### src/rtl/ascii_hex_parser.sv
// ascii_hex_parser
//   Parses a stream of ASCII hex characters into binary words. Digits accumulate
//   MSB-first; a terminator (CR, LF or space) commits the word. Invalid characters
//   or too many digits raise a one-cycle error pulse. The rest of the word, up to
//   the next terminator, is then discarded.
//
//   Optional feature: define LOWERCASE_EN to accept 'a'-'f' as hex digits.
//   Without it, lowercase letters are invalid characters.
//
// Ports
//   clk        system clock, posedge
//   rst        asynchronous active-high reset
//   in_valid   in_char valid
//   in_ready   parser can accept a character (low while a word is pending)
//   in_char    ASCII character
//   out_valid  out_word/out_digits valid, held until out_ready
//   out_ready  downstream accepts the word
//   out_word   parsed value, right-aligned, zero-extended
//   out_digits number of digits in out_word
//   err_char   one-cycle pulse: invalid character received
//   err_ovf    one-cycle pulse: more than NIBBLES digits received
module ascii_hex_parser #(
  parameter int unsigned NIBBLES = 4,
  localparam int unsigned DW = $clog2(NIBBLES + 1),
  localparam int unsigned WW = 4 * NIBBLES
) (
  input  logic          clk,
  input  logic          rst,
  input  logic          in_valid,
  output logic          in_ready,
  input  logic [7:0]    in_char,
  output logic          out_valid,
  input  logic          out_ready,
  output logic [WW-1:0] out_word,
  output logic [DW-1:0] out_digits,
  output logic          err_char,
  output logic          err_ovf
);

  typedef enum logic [1:0] {StIdle, StAcc, StHold, StDrop} state_e;

  state_e        state_q, state_d;
  logic [WW-1:0] acc_q, acc_d;
  logic [DW-1:0] cnt_q, cnt_d;
  logic [WW-1:0] word_q, word_d;
  logic [DW-1:0] digits_q, digits_d;
  logic          out_valid_q, out_valid_d;
  logic          err_char_q, err_char_d;
  logic          err_ovf_q, err_ovf_d;

  logic          is_digit;
  logic          is_term;
  logic [3:0]    nib;
  logic          accept;

  // Character classification. For 'A'-'F' (and 'a'-'f') the low nibble is
  // 1..6, so adding 9 yields 10..15.
  always_comb begin
    is_digit = 1'b0;
    nib      = 4'h0;
    if (in_char >= 8'h30 && in_char <= 8'h39) begin
      is_digit = 1'b1;
      nib      = in_char[3:0];
    end else if (in_char >= 8'h41 && in_char <= 8'h46) begin
      is_digit = 1'b1;
      nib      = in_char[3:0] + 4'd9;
    end
`ifdef LOWERCASE_EN
    else if (in_char >= 8'h61 && in_char <= 8'h66) begin
      is_digit = 1'b1;
      nib      = in_char[3:0] + 4'd9;
    end
`else
    else begin
      is_digit = 1'b0;
    end
`endif
    is_term = (in_char == 8'h0D) || (in_char == 8'h0A) || (in_char == 8'h20);
  end

  assign in_ready = (state_q != StHold);
  assign accept   = in_valid && in_ready;

  always_comb begin
    state_d     = state_q;
    acc_d       = acc_q;
    cnt_d       = cnt_q;
    word_d      = word_q;
    digits_d    = digits_q;
    out_valid_d = out_valid_q;
    err_char_d  = 1'b0;
    err_ovf_d   = 1'b0;

    unique case (state_q)
      StIdle, StAcc: begin
        if (accept) begin
          if (is_digit) begin
            if (cnt_q == DW'(NIBBLES)) begin
              err_ovf_d = 1'b1;
              acc_d     = '0;
              cnt_d     = '0;
              state_d   = StDrop;
            end else begin
              acc_d   = {acc_q[WW-5:0], nib};
              cnt_d   = cnt_q + DW'(1);
              state_d = StAcc;
            end
          end else if (is_term) begin
            // A terminator on an empty line produces no word.
            if (state_q == StAcc) begin
              word_d      = acc_q;
              digits_d    = cnt_q;
              out_valid_d = 1'b1;
              state_d     = StHold;
            end
          end else begin
            err_char_d = 1'b1;
            acc_d      = '0;
            cnt_d      = '0;
            state_d    = StDrop;
          end
        end
      end
      StHold: begin
        // out_valid is always set in this state, so out_ready alone completes the handshake.
        if (out_ready) begin
          out_valid_d = 1'b0;
          acc_d       = '0;
          cnt_d       = '0;
          state_d     = StIdle;
        end
      end
      StDrop: begin
        if (accept && is_term) begin
          state_d = StIdle;
        end
      end
      default: state_d = StIdle;
    endcase
  end

  always_ff @(posedge clk or posedge rst) begin
    if (rst) begin
      state_q     <= StIdle;
      acc_q       <= '0;
      cnt_q       <= '0;
      word_q      <= '0;
      digits_q    <= '0;
      out_valid_q <= 1'b0;
      err_char_q  <= 1'b0;
      err_ovf_q   <= 1'b0;
    end else begin
      state_q     <= state_d;
      acc_q       <= acc_d;
      cnt_q       <= cnt_d;
      word_q      <= word_d;
      digits_q    <= digits_d;
      out_valid_q <= out_valid_d;
      err_char_q  <= err_char_d;
      err_ovf_q   <= err_ovf_d;
    end
  end

  assign out_valid  = out_valid_q;
  assign out_word   = word_q;
  assign out_digits = digits_q;
  assign err_char   = err_char_q;
  assign err_ovf    = err_ovf_q;

endmodule

### config.mk
export PLATFORM = sky130hd
export DESIGN_NAME = ascii_hex_parser
export DESIGN_NICKNAME = d
export VERILOG_FILES = /design/src/rtl/ascii_hex_parser.sv
export SDC_FILE = /design/constraint.sdc
export NUM_CORES = 1
export LEC_CHECK = 0
export ABC_AREA = 1
export CORE_UTILIZATION = 40
export DETAILED_ROUTE_END_ITERATION = 8
export HOLD_SLACK_MARGIN = 0.08
export PLACE_DENSITY = 0.68
export SLEW_MARGIN = 0
export SYNTH_ARGS = -nofsm -noshare
export SYNTH_HDL_FRONTEND = slang
export SYNTH_SLANG_ARGS = --single-unit
### constraint.sdc
create_clock -name clk -period 2.45 [get_ports clk]
set_clock_uncertainty 0.05 [all_clocks]
set_input_delay 0.49 -clock clk [delete_from_list [all_inputs] [get_ports clk]]
set_output_delay 0.49 -clock clk [all_outputs]
set_load 0.1 [all_outputs]
# After elaboration in Yosys (flattened, before gate mapping)

Cells that the tools add are included.

Logic and storage cells: 82
Output and inout bits: 23
Register bits: 43

Muxes and demuxes: 38
Bitwise logic cells: 1
Reductions and logical operators: 13
Magnitude comparators: 4
Add/sub/neg operators: 2
Equality and inequality tests: 16

Operator list:

| cell                                                 | count |
|---|---|
| 2-to-1 mux 16 bit                                    | 5 |
| one-hot mux 16 bit (2 select lines)                  | 1 |
| == test 8 x 4 -> 1 bit (second input constant)       | 2 |
| 2-to-1 mux 1 bit                                     | 15 |
| 2-to-1 mux 3 bit                                     | 5 |
| 2-to-1 mux 2 bit                                     | 7 |
| inequality test 2 bit (second input constant)        | 7 |
| == test 8 x 6 -> 1 bit (second input constant)       | 1 |
| >= comparator 8 x 6 -> 1 bit (second input constant) | 1 |
| >= comparator 8 x 7 -> 1 bit (second input constant) | 1 |
| <= comparator 8 x 6 -> 1 bit (second input constant) | 1 |
| <= comparator 8 x 7 -> 1 bit (second input constant) | 1 |
| 2-to-1 mux 4 bit                                     | 2 |
| AND reduction 4 bit                                  | 2 |
| one-hot mux 2 bit (3 select lines)                   | 1 |
| one-hot mux 3 bit (2 select lines)                   | 1 |
| AND reduction 6 bit                                  | 1 |
| AND reduction 5 bit                                  | 1 |
| adder 4 bit (second input constant)                  | 1 |
| == test 2 bit (second input constant)                | 2 |
| logical AND 1 bit                                    | 4 |
| inequality test 4 bit (second input constant)        | 1 |
| adder 3 x 1 -> 3 bit (second input constant)         | 1 |
| == test 3 bit (second input constant)                | 1 |
| other kinds (8)                                      | 9 |

# Logic depth before layout (Yosys ltp)

Depth after elaboration: 8
Depth in mapped cells: 12
Mapped depth without buffers: 11

# Worst setup path after synthesis

No wires, ideal clock.

Kind: register to output
Start: reg state_q[1]
End: out in_ready
Arrival: 1.183 ns
Path buffers: 0
Stages on the path, launching flop included: 4
Setup slack: 0.727 ns
Required time: 1.910 ns
Cells stage by stage: dfrtp_1 > inv_2 > nor2_4 > inv_1

Cells in the longest elaborated chain, start to end: 1

RTL lines:

| what                   | RTL line | RTL |
|---|---|---|
| from (decl)            | 42       | `state_e state_q, state_d;` |
| from (signal assigned) | 144      | `state_q <= StIdle;` |
| from (signal assigned) | 153      | `state_q <= state_d;` |
| inequality test 2 bit  | 81       | `assign in_ready = (state_q != StHold);` |
| to (decl)              | 30       | `output logic in_ready,` |

No other way between the ends.

# Worst setup path after layout

Start: in in_char[0]
End: reg cnt_q[2]

Cells in the longest elaborated chain, start to end: 7
Elaborated cells on any way between the ends: 18
Classes of those cells: order compare: 4; eq/ne: 4; mux: 5; reduce/logical: 5

RTL lines:

| what                                                                                | RTL line | RTL |
|---|---|---|
| from (decl)                                                                         | 31       | `input logic [7:0] in_char,` |
| >= comparator 8 x 7 -> 1 bit / <= comparator 8 x 7 -> 1 bit (equally long branches) | 64       | `end else if (in_char >= 8'h41 && in_char <= 8'h46) begin` |
| logical AND 1 bit                                                                   | 64       |  |
| 2-to-1 mux 1 bit                                                                    | 64       |  |
| 2-to-1 mux 1 bit                                                                    | 61       | `if (in_char >= 8'h30 && in_char <= 8'h39) begin` |
| 2-to-1 mux 3 bit                                                                    | 97       | `if (is_digit) begin` |
| 2-to-1 mux 3 bit                                                                    | 96       | `if (accept) begin` |
| one-hot mux 3 bit (2 select lines)                                                  | 94       | `unique case (state_q)` |
| to (signal assigned)                                                                | 155      | `cnt_q <= cnt_d;` |
| to (decl)                                                                           | 44       | `logic [DW-1:0] cnt_q, cnt_d;` |

Several ways; a longest one is shown, not always the timed one. The select of a mux whose other input is x is not followed.
A chain may end at the register's enable or synchronous reset.

==> results <==
- The vias per cell is 4.70.
- In this run the horizontal extent of the chip is 75.4 um.
- The path category of the worst min-delay check is register to register.
- The setup total negative slack is 0 ps.
- The cts-stage hold buffer count is 0.
- The count of buffers added on input and output ports is 34.
- After synthesis the netlist holds a flip-flop and latch count of 43.
- A synthesized cell averages 8.58 um^2.
- The first global-routing pass estimated 6930 um of wire.
- For this run, the number of Yosys warnings is 0.
- Entering global routing, the biggest net connects 44 pins.
- Setup repair after global routing left no endpoint under its margin.
- The floorplan has 26 rows.
- The kind of end point of the critical path is a register.
- The core region is 5140 um^2.
- The final number of max-transition violations is 0.
- The I/O pin count is 35.
- The highest net fanout along the worst path is 16.
- At the end of routability-driven placement, the weighted congestion stood at 0.901.
- The mapped netlist covers 2150 um^2.
- The post-CTS setup-driven buffer insertion count is 0.
- TritonCTS created 5 clock buffers.
- The analysis attributes to net switching a power of 0.629 mW.
- Based on the critical path, the design can be clocked at up to 0.476 GHz.
- The worst reg-to-reg setup slack is 940 ps.
- The proportion of power drawn by the clock network is 34.0%.
- The number of cells produced by synthesis is 251.
- The initial antenna violation count was 0.
- Per report_power, the combinational group accounts for 24.7% of the total.
- The clock reaches the later pin of the worst-skew pair after 300 ps.
- The sink count of the clock tree is 43.
- The number of violations reported at the end of detailed-routing iteration 0 is 100.
- The slew at the pin closest to its max-slew limit is 535 ps.
- In this run the clock root is driven by a clkbuf_8.
- The synthesized design devotes to its leading area cell type 49.9% of total area.
- The die covers 5680 um^2.
- Net switching is 33.1% of the power.
- The number of global-route vias before repair is 1565.
- The maximum clock path buffer count is 2.
- Summed over all instances, the cell type with the most area after synthesis is dfrtp_1.
- The analysis attributes to cell leakage a power of 1.44 nW.
- The first detailed-routing pass took 4 iterations.
- The remaining antenna violation count after routing is 0.
- The via count is 1686.
- Dividing the detail-routed wire length by the instance count gives 11.4 um.
- At the worst endpoint, the arrival time is 2290 ps.
- The number of failing hold endpoints at the final stage came to 0.
- The number of nets handed over by synthesis was 269.
- The setup violation total in the final timing report is 0.
- The final period demand of the worst path is 2100 ps.
- The post-cts sizing count is 0.
- For this block, the routed nets add up to 4110 um of wire.
- The wire-length estimate of the detail-placed layout is 2830 um.
- The final-stage net count is 306.
- The worst setup path is launched from an input pin.
- Max-cap violations in this run came to 0.
- Counting distinct cell types in the post-synthesis netlist gives 29.
- The final antenna diode count is 0.
- Summing the sequential cell areas from Yosys gives 49.9% of the chip area.
- Data on the critical path is required at its endpoint by 2640 ps.
- TritonCTS built the clock tree.
- The internal portion of the total power is 1.27 mW.
- The share of total power in sequential cells is 41.3%.
- The total global routing track utilization is 16.5%.
- The total global routing overflow is 0.
- The residual DRC count is 0.
- The clock-pin slew reported for the worst setup and hold paths after clock tree synthesis is 80 ps.
- By area the synthesized netlist is led by dfrtp_1 50%, nand2_1 20%, nand3_2 4.6%.
- From bottom edge to top edge, the die measures 75.4 um.
- The smallest hold slack is 435 ps.
- The number of levels in the clock H-tree is 2.
- The flow ran to the end, and the final reports show no timing, DRC or antenna violations.
- Measured against its own limit, the worst slew margin works out to 64.3%.
- The share of cells above drive strength 1 is 20.4%.
- IR analysis of the VDD net gives a maximum drop of 619 uV.
- The worst setup path is of the input pin to register kind.
- The area overhead of the layout relative to synthesis is 21.6%.
- Dividing total power by cell area gives a power density of 725 nW/um^2.
- For this configuration, the core starts out at a cell density of 41.9%.
- The share of the cycle needed by the critical path after routing is 85.8%.
cell families (layout without fill, tap and decap cells):
group,count (synthesis),after routing,share of synthesized area (%)
AO/OA/AOI/OAI,9,9,2.21
XOR/XNOR,1,1,0.407
adder cells (fa/ha/maj),6,6,3.48
buffers and inverters,26,64,6.10
flip-flops,43,43,49.9
AND/OR/NAND/NOR,166,166,37.9
through the flow:
stage	worst slack [ps]	instances	area, um^2	utilization [%]	power (mW)
floorplan	727	251	2150	-	1.18
global placement	58.9	351	2490	48.4	1.27
detailed placement	45.5	351	2490	48.4	1.27
CTS	356	359	2620	51.0	1.92
global route	162	359	2620	51.0	1.98
finish	349	359	2620	51.0	1.90
per-layer routing:
layer | vias to the layer above | GRT usage (%) | share of wire (%)
met5 | - | 0 | 0
met4 | 0 | 7.20 | 1.7
met3 | 7 | 4.37 | 4.1
met2 | 33 | 27.7 | 48
met1 | 792 | 19.9 | 46
li1 | 854 | - | -
area by class of cell:
cell class | instances | area (um^2)
fill | 518 | 2520
sequential | 43 | 1080
clock inverter | 2 | 60.1
multi-input combinational | 182 | 947
clock buffer | 6 | 72.6
inverter | 19 | 71.3
tap | 70 | 87.6
timing repair buffer | 37 | 305
registers in the layout (all words and copies together), names as in the netlist:
signal      count
err_char        1
acc_q          16
out_digits      3
cnt_q           3
state_q         2
out_valid       1
err_ovf         1
out_word       16
worst max-delay path, cell delays in order:
cell and delay, ps:
clkdlybuf4s50_1 490, inv_1 140, ha_1 210, o21ai_1 80, nand2_1 130, nand2_4 100, nand2_4 120, nand2_4 80
nor2_8 260, nand3_1 110, nand2_1 70
cells in the final DEF (no fill, tap or decap), types with 2 or more instances in the layout:
master / synthesis / final
o21ai_1: 4 / 4
nand4_1: 2 / 2
nand3_2: 10 / 10
dfrtp_1: 43 / 43
bufinv_16: 0 / 2
nand2_4: 4 / 4
inv_2: 3 / 3
nor2_1: 9 / 9
nand3_1: 16 / 16
buf_4: 2 / 26
clkbuf_8: 0 / 5
nand2_2: 3 / 3
inv_1: 15 / 15
clkdlybuf4s50_1: 0 / 11
nand2_1: 115 / 115
ha_1: 6 / 6
o21ai_0: 3 / 3
power by group through the flow:
stage | clock network, mW | registers (mW) | logic, mW
5_1_grt | 0.687 | 0.790 | 0.506
3_3_place_gp | 0 | 0.797 | 0.469
6_report | 0.645 | 0.785 | 0.469
2_1_floorplan | 0 | 0.845 | 0.335
4_1_cts | 0.661 | 0.784 | 0.475
3_5_place_dp | 0 | 0.797 | 0.472
synth_stat cells:
library cell,n
clkbuf_1,1
nand4_2,1
inv_1,15
clkinv_1,1
nor3_4,1
nor3b_1,1
inv_2,3
xor2_1,1
nand2_4,4
o21ai_0,3
nand4_1,2
o21a_1,1
a21oi_1,1
dfrtp_1,43
ha_1,6
o21ai_1,4
nand2_2,3
buf_2,2
nor2_8,1
nand2_1,115
nor2_2,1
buf_4,2
buf_12,1
nand2_8,1
nand3_1,16
nand3_2,10
nor2_1,9
buf_6,1
nor2_4,1
worst paths after layout:
| path | start | end | cells past startpoint |
|---|---|---|---|
| max reg2reg | cnt_q[0]$_DFFE_PP0P_ | cnt_q[2]$_DFFE_PP0P_ | 7 |
| min reg2reg | out_word[11]$_DFFE_PP0P_ | out_word[11]$_DFFE_PP0P_ | 2 |
| min | out_word[11]$_DFFE_PP0P_ | out_word[11]$_DFFE_PP0P_ | 2 |
| min in group asynchronous | rst | out_word[5]$_DFFE_PP0P_ | 3 |
| max | in_char[0] | cnt_q[2]$_DFFE_PP0P_ | 11 |
| max in group asynchronous | rst | acc_q[7]$_DFFE_PP0P_ | 3 |
Power figures use the tool's default switching activity.
